$ cat src/rtl/wb_regfile_pkg.sv
// ============================================================================
// wb_regfile_pkg : shared bus widths, enable encodings and read-port helper
// Rev 1.0
// ============================================================================
`default_nettype none

package wb_regfile_pkg;

   localparam int RegBus     = 16;
   localparam int RegAddrBus = 4;
   localparam int RegNum     = 16;

   localparam logic [RegAddrBus-1:0] NOPRegAddr   = '0;
   localparam logic [RegBus-1:0]     ZeroHalfWord = '0;
   localparam logic                  RstEnable    = 1'b1;
   localparam logic                  WriteEnable  = 1'b1;
   localparam logic                  WriteDisable = 1'b0;
   localparam logic                  ReadEnable   = 1'b1;
   localparam logic                  ReadDisable  = 1'b0;

   // A write to r0 is a discarded bubble: no storage, no bypass, no count.
   function automatic logic is_gpr_write(input logic                  wreg,
                                         input logic [RegAddrBus-1:0] wd);
      return (wreg == WriteEnable) && (wd != NOPRegAddr);
   endfunction

   function automatic logic [RegBus-1:0] gpr_read(
      input logic                  rst,
      input logic                  re,
      input logic [RegAddrBus-1:0] raddr,
      input logic                  wreg,
      input logic [RegAddrBus-1:0] wd,
      input logic [RegBus-1:0]     wdata,
      input logic [RegBus-1:0]     stored
   );
      logic [RegBus-1:0] result;
      result = stored;
      if (rst == RstEnable || re == ReadDisable || raddr == NOPRegAddr) begin
         result = ZeroHalfWord;
      end else if (is_gpr_write(wreg, wd) && raddr == wd) begin
         result = wdata;
      end
      return result;
   endfunction

endpackage

`default_nettype wire

$ cat src/rtl/wb_regfile_hilo_reg.sv
// ============================================================================
// hilo_reg : HI/LO register pair with same-cycle write-through bypass
// Rev 1.0
// ============================================================================
`default_nettype none

module hilo_reg
   import wb_regfile_pkg::*;
(
   input  logic              clk,
   input  logic              rst,
   input  logic              we,
   input  logic [RegBus-1:0] hi_i,
   input  logic [RegBus-1:0] lo_i,
   output logic [RegBus-1:0] hi_o,
   output logic [RegBus-1:0] lo_o
);

   logic [RegBus-1:0] hi_q, hi_d;
   logic [RegBus-1:0] lo_q, lo_d;

   always_comb begin
      hi_d = hi_q;
      lo_d = lo_q;
      if (we == WriteEnable) begin
         hi_d = hi_i;
         lo_d = lo_i;
      end
   end

   always_ff @(posedge clk) begin
      if (rst == RstEnable) begin
         hi_q <= ZeroHalfWord;
         lo_q <= ZeroHalfWord;
      end else begin
         hi_q <= hi_d;
         lo_q <= lo_d;
      end
   end

   always_comb begin
      hi_o = hi_q;
      lo_o = lo_q;
      if (rst == RstEnable) begin
         hi_o = ZeroHalfWord;
         lo_o = ZeroHalfWord;
      end else if (we == WriteEnable) begin
         hi_o = hi_i;
         lo_o = lo_i;
      end
   end

endmodule

`default_nettype wire

$ cat src/rtl/wb_regfile.sv
// ============================================================================
// wb_regfile : 16x16 GPR file with bypassed read ports, HI/LO and event counter
// Rev 1.0
// ============================================================================
`default_nettype none

module wb_regfile
   import wb_regfile_pkg::*;
(
   input  logic                  clk,
   input  logic                  rst,
   input  logic [RegAddrBus-1:0] wb_wd,
   input  logic                  wb_wreg,
   input  logic [RegBus-1:0]     wb_wdata,
   input  logic [RegBus-1:0]     wb_hi,
   input  logic [RegBus-1:0]     wb_lo,
   input  logic                  wb_whilo,
   input  logic                  re1,
   input  logic                  re2,
   input  logic [RegAddrBus-1:0] raddr1,
   input  logic [RegAddrBus-1:0] raddr2,
   output logic [RegBus-1:0]     rdata1,
   output logic [RegBus-1:0]     rdata2,
   output logic [RegBus-1:0]     hi_o,
   output logic [RegBus-1:0]     lo_o,
   output logic [RegBus-1:0]     wb_count
);

   logic [RegBus-1:0] gpr_q [RegNum];
   logic [RegBus-1:0] gpr_d [RegNum];
   logic [RegBus-1:0] wb_count_q, wb_count_d;
   logic              w_gpr_we;
   logic              w_event;

   assign w_gpr_we = is_gpr_write(wb_wreg, wb_wd);
   assign w_event  = w_gpr_we || (wb_whilo == WriteEnable);

   always_comb begin
      gpr_d = gpr_q;
      if (w_gpr_we) begin
         gpr_d[wb_wd] = wb_wdata;
      end
      gpr_d[0] = ZeroHalfWord;
   end

   always_comb begin
      wb_count_d = wb_count_q;
      if (w_event) begin
         wb_count_d = wb_count_q + 16'd1;
      end
   end

   always_ff @(posedge clk) begin
      if (rst == RstEnable) begin
         for (int i = 0; i < RegNum; i++) begin
            gpr_q[i] <= ZeroHalfWord;
         end
         wb_count_q <= ZeroHalfWord;
      end else begin
         gpr_q      <= gpr_d;
         wb_count_q <= wb_count_d;
      end
   end

   always_comb begin
      rdata1 = gpr_read(rst, re1, raddr1, wb_wreg, wb_wd, wb_wdata, gpr_q[raddr1]);
      rdata2 = gpr_read(rst, re2, raddr2, wb_wreg, wb_wd, wb_wdata, gpr_q[raddr2]);
   end

   assign wb_count = wb_count_q;

   hilo_reg u_hilo_reg (
      .clk  (clk),
      .rst  (rst),
      .we   (wb_whilo),
      .hi_i (wb_hi),
      .lo_i (wb_lo),
      .hi_o (hi_o),
      .lo_o (lo_o)
   );

endmodule

`default_nettype wire

$ cat config.mk
export PLATFORM = sky130hd
export DESIGN_NAME = wb_regfile
export DESIGN_NICKNAME = d
export VERILOG_FILES = /design/src/rtl/wb_regfile_pkg.sv /design/src/rtl/wb_regfile_hilo_reg.sv /design/src/rtl/wb_regfile.sv
export SDC_FILE = /design/constraint.sdc
export NUM_CORES = 1
export LEC_CHECK = 0
export ABC_CLOCK_PERIOD_IN_PS = 2300
export BUFFER_PORTS_ARGS = -buffer_cell sky130_fd_sc_hd__buf_2
export CORE_MARGIN = 2
export CORE_UTILIZATION = 60
export CTS_BUF_LIST = sky130_fd_sc_hd__clkbuf_2
export CTS_CLUSTER_SIZE = 8
export DETAILED_ROUTE_END_ITERATION = 8
export GPL_TIMING_DRIVEN = 1
export PLACE_DENSITY = 0.87
export SKIP_CTS_REPAIR_TIMING = 1
export SLEW_MARGIN = 20
export SYNTH_ARGS = -nofsm -noshare
export SYNTH_HDL_FRONTEND = slang
export SYNTH_SLANG_ARGS = --single-unit
$ cat constraint.sdc
create_clock -name clk -period 2.3 [get_ports clk]
set_clock_uncertainty 0.15 [all_clocks]
set_input_delay 0.23 -clock clk [delete_from_list [all_inputs] [get_ports clk]]
set_output_delay 0.23 -clock clk [all_outputs]
set_load 0.01 [all_outputs]
# After elaboration in Yosys (flattened, before gate mapping)
# Cells that the tools add are included.
[totals] mem_count=0 ff_bits=288 latchBits=0 input_bits=66 ram_bits=0 rom_bits=0
[op_classes] addsub=1 div_mod_pow=0 bitwise=5 mux=17 eq_ne=2 n_mul=0 reduce_logical=12 n_lt_le_gt_ge=4 shift=0
[ops] cell="$bwmux 256" n=1
[ops] cell="$mux 16" n=13
[ops] cell="$bmux 16 s4" n=2
[ops] cell="$demux 16 s4" n=1
[ops] cell="$add 16x1->16 const B" n=1
[ops] cell="$ge 5x5->1 const B" n=3
[ops] cell="$not 4->5" n=3
[ops] cell="$eq 4x4->1" n=2
[ops] cell="$logic_not 4->1" n=2
[ops] cell="$logic_or 1x1->1" n=5
[ops] cell="$lt 5x1->1 const B" n=1
[ops] cell="$logic_and 1x1->1" n=4
[ops] cell="$reduce_bool 4->1" n=1
[ops] cell="$not 1->1" n=2

# Logic depth before layout (Yosys ltp)
[logic_depth] word_depth=6 ltp_mapped=8 depth_no_buf=6

# By module
# A second synthesis with hierarchy kept.
[hier_totals] cells_unflattened=1733 hier_area_um2=14804.2
[by_module_without_submodules] mod="wb_regfile" area_per_inst_um2=13640.6 cells_per_inst=1630 seq_area_each_um2=5124.9 n_inst=1
[by_module_without_submodules] mod="hilo_reg" area_per_inst_um2=1163.6 cells_per_inst=103 seq_area_each_um2=640.6 n_inst=1

# Worst setup path after synthesis
# OpenSTA, ideal clock, no wires.
[synth_path] path_kind="in2out" from="input raddr2[0]" to="output rdata2[10]" cell_stages=6 path_slack_ns=0.299 arrival_time_ns=1.621 path_buffers=2 cell_sequence="buf_6 buf_2 mux4_2 mux2i_1 nand2_1 a32o_1"
[synth_via] elab_chain_len=6 elab_cells_between_ends=10 classes_between="eq/ne: 1; mux: 5; bitwise: 1; reduce/logical: 3"
[synth_lines] item="start: declaration" line="wb_regfile.sv:21" rtl="input logic [RegAddrBus-1:0] raddr2,"
[synth_lines] item="$not 4->5 (implied by the code)" line="wb_regfile.sv:67" rtl="rdata2 = gpr_read(rst, re2, raddr2, wb_wreg, wb_wd, wb_wdata, gpr_q[raddr2]);"
[synth_lines] item="$bmux 16 s4" line="wb_regfile.sv:67"
[synth_lines] item="$mux 16 (implied by the code) (2 in series)" line="wb_regfile.sv:67"
[synth_lines] item="$mux 16" line="wb_regfile_pkg.sv:40" rtl="end else if (is_gpr_write(wreg, wd) && raddr == wd) begin"
[synth_lines] item="$mux 16 *" line="wb_regfile_pkg.sv:38" rtl="if (rst == RstEnable || re == ReadDisable || raddr == NOPRegAddr) begin"
[synth_lines] item="end: declaration" line="wb_regfile.sv:23" rtl="output logic [RegBus-1:0] rdata2,"
# Mark *: on every way between the ends. The rest lies on a longest branch, timed or not. The select of a mux whose other input is x is not followed.

# Worst setup path after layout
[layout_path] from="register gpr_q[179] in the netlist's numbering" to="output rdata2[3]"
[layout_via] elab_chain_len=5
[layout_lines] item="start: declaration" line="wb_regfile.sv:29" rtl="logic [RegBus-1:0] gpr_q [RegNum];"
[layout_lines] item="start signal: indexed assignment" line="wb_regfile.sv:56" rtl="gpr_q[i] <= ZeroHalfWord;"
[layout_lines] item="start signal: assignment" line="wb_regfile.sv:60" rtl="gpr_q <= gpr_d;"
[layout_lines] item="$bmux 16 s4" line="wb_regfile.sv:67"
[layout_lines] item="$mux 16 (implied by the code) (2 in series)" line="wb_regfile.sv:67"
[layout_lines] item="$mux 16" line="wb_regfile_pkg.sv:40"
[layout_lines] item="$mux 16" line="wb_regfile_pkg.sv:38"
# No other way between the ends. The select of a mux whose other input is x is not followed.

==> results.txt <==
Outcome: finished with violations
Failing checks: setup timing
Total GRT Usage: 35.8%
Global-route wire length before repair: 74400 µm
Crit-path cells: mux2_4 > a221oi_2 > a221oi_1 > or2_1 > a32o_1 > buf_2
Crit path required time: 1.92 ns
Largest net degree at the start of global routing: 156
Total CTS buffers: 76
Filler Cell Count: 1567
Hold_sp: wb_wd[0]
CTS tree: done
M3 GR Usage: 9.47%
Share of the synthesized area in the top cell type: 38.5%
Clock Root Buffer: clkbuf_2
Leading area contributor after synthesis: dfxtp_1
Area Growth Syn to Fin: 23.5%
Total power: 0.0103 W
CP max stage delay: 0.35 ns
Drt first pass iters: 9
Worst vdd ir: 0.409 mV
Non-filler cells, final: 2375
Final HPWL DP: 30600 µm
Total grt overflow: 0
Met2 Track Usage GR: 56.2%
CTS clock-pin slew for the worst setup and hold paths: 0.11 ns
Drt via density: 6.58
Clk sinks: 288
I/O Buffers: 145
Ys async rst share: 0%
Worst R2R Start: wb_count[1]
Worst Tran Pin Value: 1.17 ns
Starting DRC count in detailed routing: 2637
Post-Syn Area per Cell: 8.60 µm²
Max-cap violation count: 0
DRT antenna net count: 0
Ports: 146
CP Max Fanout: 3
CP Launch Point: gpr_q[179]
Pins Over Slew Limit: 0
Post-route setup TNS: -17.18 ns
Drt wl/cell: 22.6 µm
RSZ-0062 raised after global routing: yes
Most common cell in the synthesized netlist: nand2_1
Number of global-route vias before repair: 14400
Post-synthesis cell area: 0.0150 mm²
CP Capture Type: primary output
Number of synthesized flops with an enable pin: 0
Skew-Pair Late Insertion Delay: 0.91 ns
Sequential fraction of the synthesis area: 38.5%
Relative slew slack: 21.7%
Die width: 162 µm
Routed wire length: 53800 µm
Post-route cell area: 0.0185 mm²
Post-Place Cells: 2147
Final Hold Fails: 0
H-tree depth: 3
Critical Path AT: 2.56 ns
Layout cell share with drive strength beyond 1: 30.0%
Worst-case clock buffer depth: 3
Via count: 15600
Mapped Cells: 1743
Top FF cell, synth: dfxtp_1
Tcrit/Tclk final: 128%
Initial antenna violation count: 1
Total core area: 0.0244 mm²
Most frequent cells after synthesis: 567 x nand2_1, 288 x dfxtp_1, 246 x a21oi_1
Nets: 2062
Placed Area: 0.0162 mm²
Synth Warn #: 0
DRC: 0
Die height: 162 µm
FP Rows: 57
Starting density of the core: 61.4%
WS Path Type: flip-flop to primary output
Post-synthesis cell type count: 59
Synth top area cells: dfxtp_1 38%, nand2_1 14%, mux4_2 9.8%, mux2i_1 8.4%, a21oi_1 8.2%
Type of the most critical hold path: primary input to flip-flop
Syn_nets: 1810
Gpl congestion: 0.951
Final setup viols: 34
CP max stage cell: dfxtp_1
Pleak: 7.37 nW
Max Freq: 340 MHz
Grt met1 use: 45.3%
Fin crit period: 2.94 ns
Final WS setup: -0.637 ns
Die area: 0.0263 mm²
Busiest grt layer: met2
R2R setup slack: 0.34 ns
Register bit count reported by yosys: 288
Setup crit start kind: flip-flop
Pwr dens: 559 mW/mm²
## kinds of logic after synthesis
| group | after synthesis | share of synthesized area, % |
|---|---|---|
| simple gates | 697 | 19.1 |
| compound gates | 345 | 14.9 |
| flops | 288 | 38.5 |
| mux | 223 | 20.6 |
| xor+xnor | 21 | 1.28 |
| buf+inv | 168 | 5.57 |
| fa+ha+maj | 1 | 0.0835 |
## metal layers
metal	vias up	share of wire [%]
li1	6613	-
met1	7280	34
met2	1367	45
met3	378	14
met4	0	7.1
met5	-	0
## worst paths after layout
| kind | endpoint | cells after the start |
|---|---|---|
| worst max register to register | wb_count[12] | 6 |
| worst min register to register | gpr_q[172] | 2 |
| worst min-delay path | gpr_q[55] | 6 |
| worst max-delay path | rdata2[3] | 6 |
## cell usage in the layout (no fill, tap or decap), drive strengths merged, types with 6 or more instances in the layout
master and count:
clkinv 20, mux4 65, buf 244, nor2 62, mux2 33, xor2 11
dfxtp 288, o211ai 16, nor3 6, a32o 15, clkbuf 109, xnor2 10
mux2i 125, nand2 567, a221oi 61, nor2b 8, or2 16, dlygate4sd3 94
nand3 10, a21oi 246
## registers in the layout (all words and copies together) (netlist names)
register	count
gpr_q	240
u_hilo_reg.hi_q	16
u_hilo_reg.lo_q	16
wb_count	16
## stage by stage
step	hold slack [ns]	worst slack, ns	utilization (%)
3_3_place_gp	0.298	-0.119	66.5
3_5_place_dp	0.309	-0.161	66.5
5_1_grt	0.0473	-0.674	75.9
6_report	0.0423	-0.637	75.9
2_1_floorplan	0.292	0.299	-
4_1_cts	-0.570	-0.719	69.3
## cell type report
| type | instances | area [µm²] | share of cell area (%) |
|---|---|---|---|
| Multi-Input combinational cell | 1287 | 8910 | 48.2 |
| Sequential cell | 288 | 5830 | 31.5 |
| Timing Repair Buffer | 339 | 2670 | 14.4 |
| Clock buffer | 108 | 541 | 2.92 |
| Tap cell | 324 | 405 | 2.19 |
| Clock inverter | 25 | 138 | 0.744 |
| Inverter | 3 | 11.3 | 0.0608 |
| Antenna cell | 1 | 2.50 | 0.0135 |
## report_power, final
part | leakage [nW] | internal, W | total [W] | switching (W)
Sequential | 2.36 | 0.00508 | 0.00514 | 0.0000647
Clock | 0.515 | 0.00138 | 0.00366 | 0.00228
Combinational | 4.50 | 0.000631 | 0.00155 | 0.000915
## critical path: cells and delay by family, from the launching register on
| family | cells | cell delay [ns] |
|---|---|---|
| compound gates | 3 | 0.61 |
| flops | 1 | 0.35 |
| buf+inv | 1 | 0.16 |
| mux | 1 | 0.28 |
| simple gates | 1 | 0.26 |
Power figures use the tool's default switching activity.
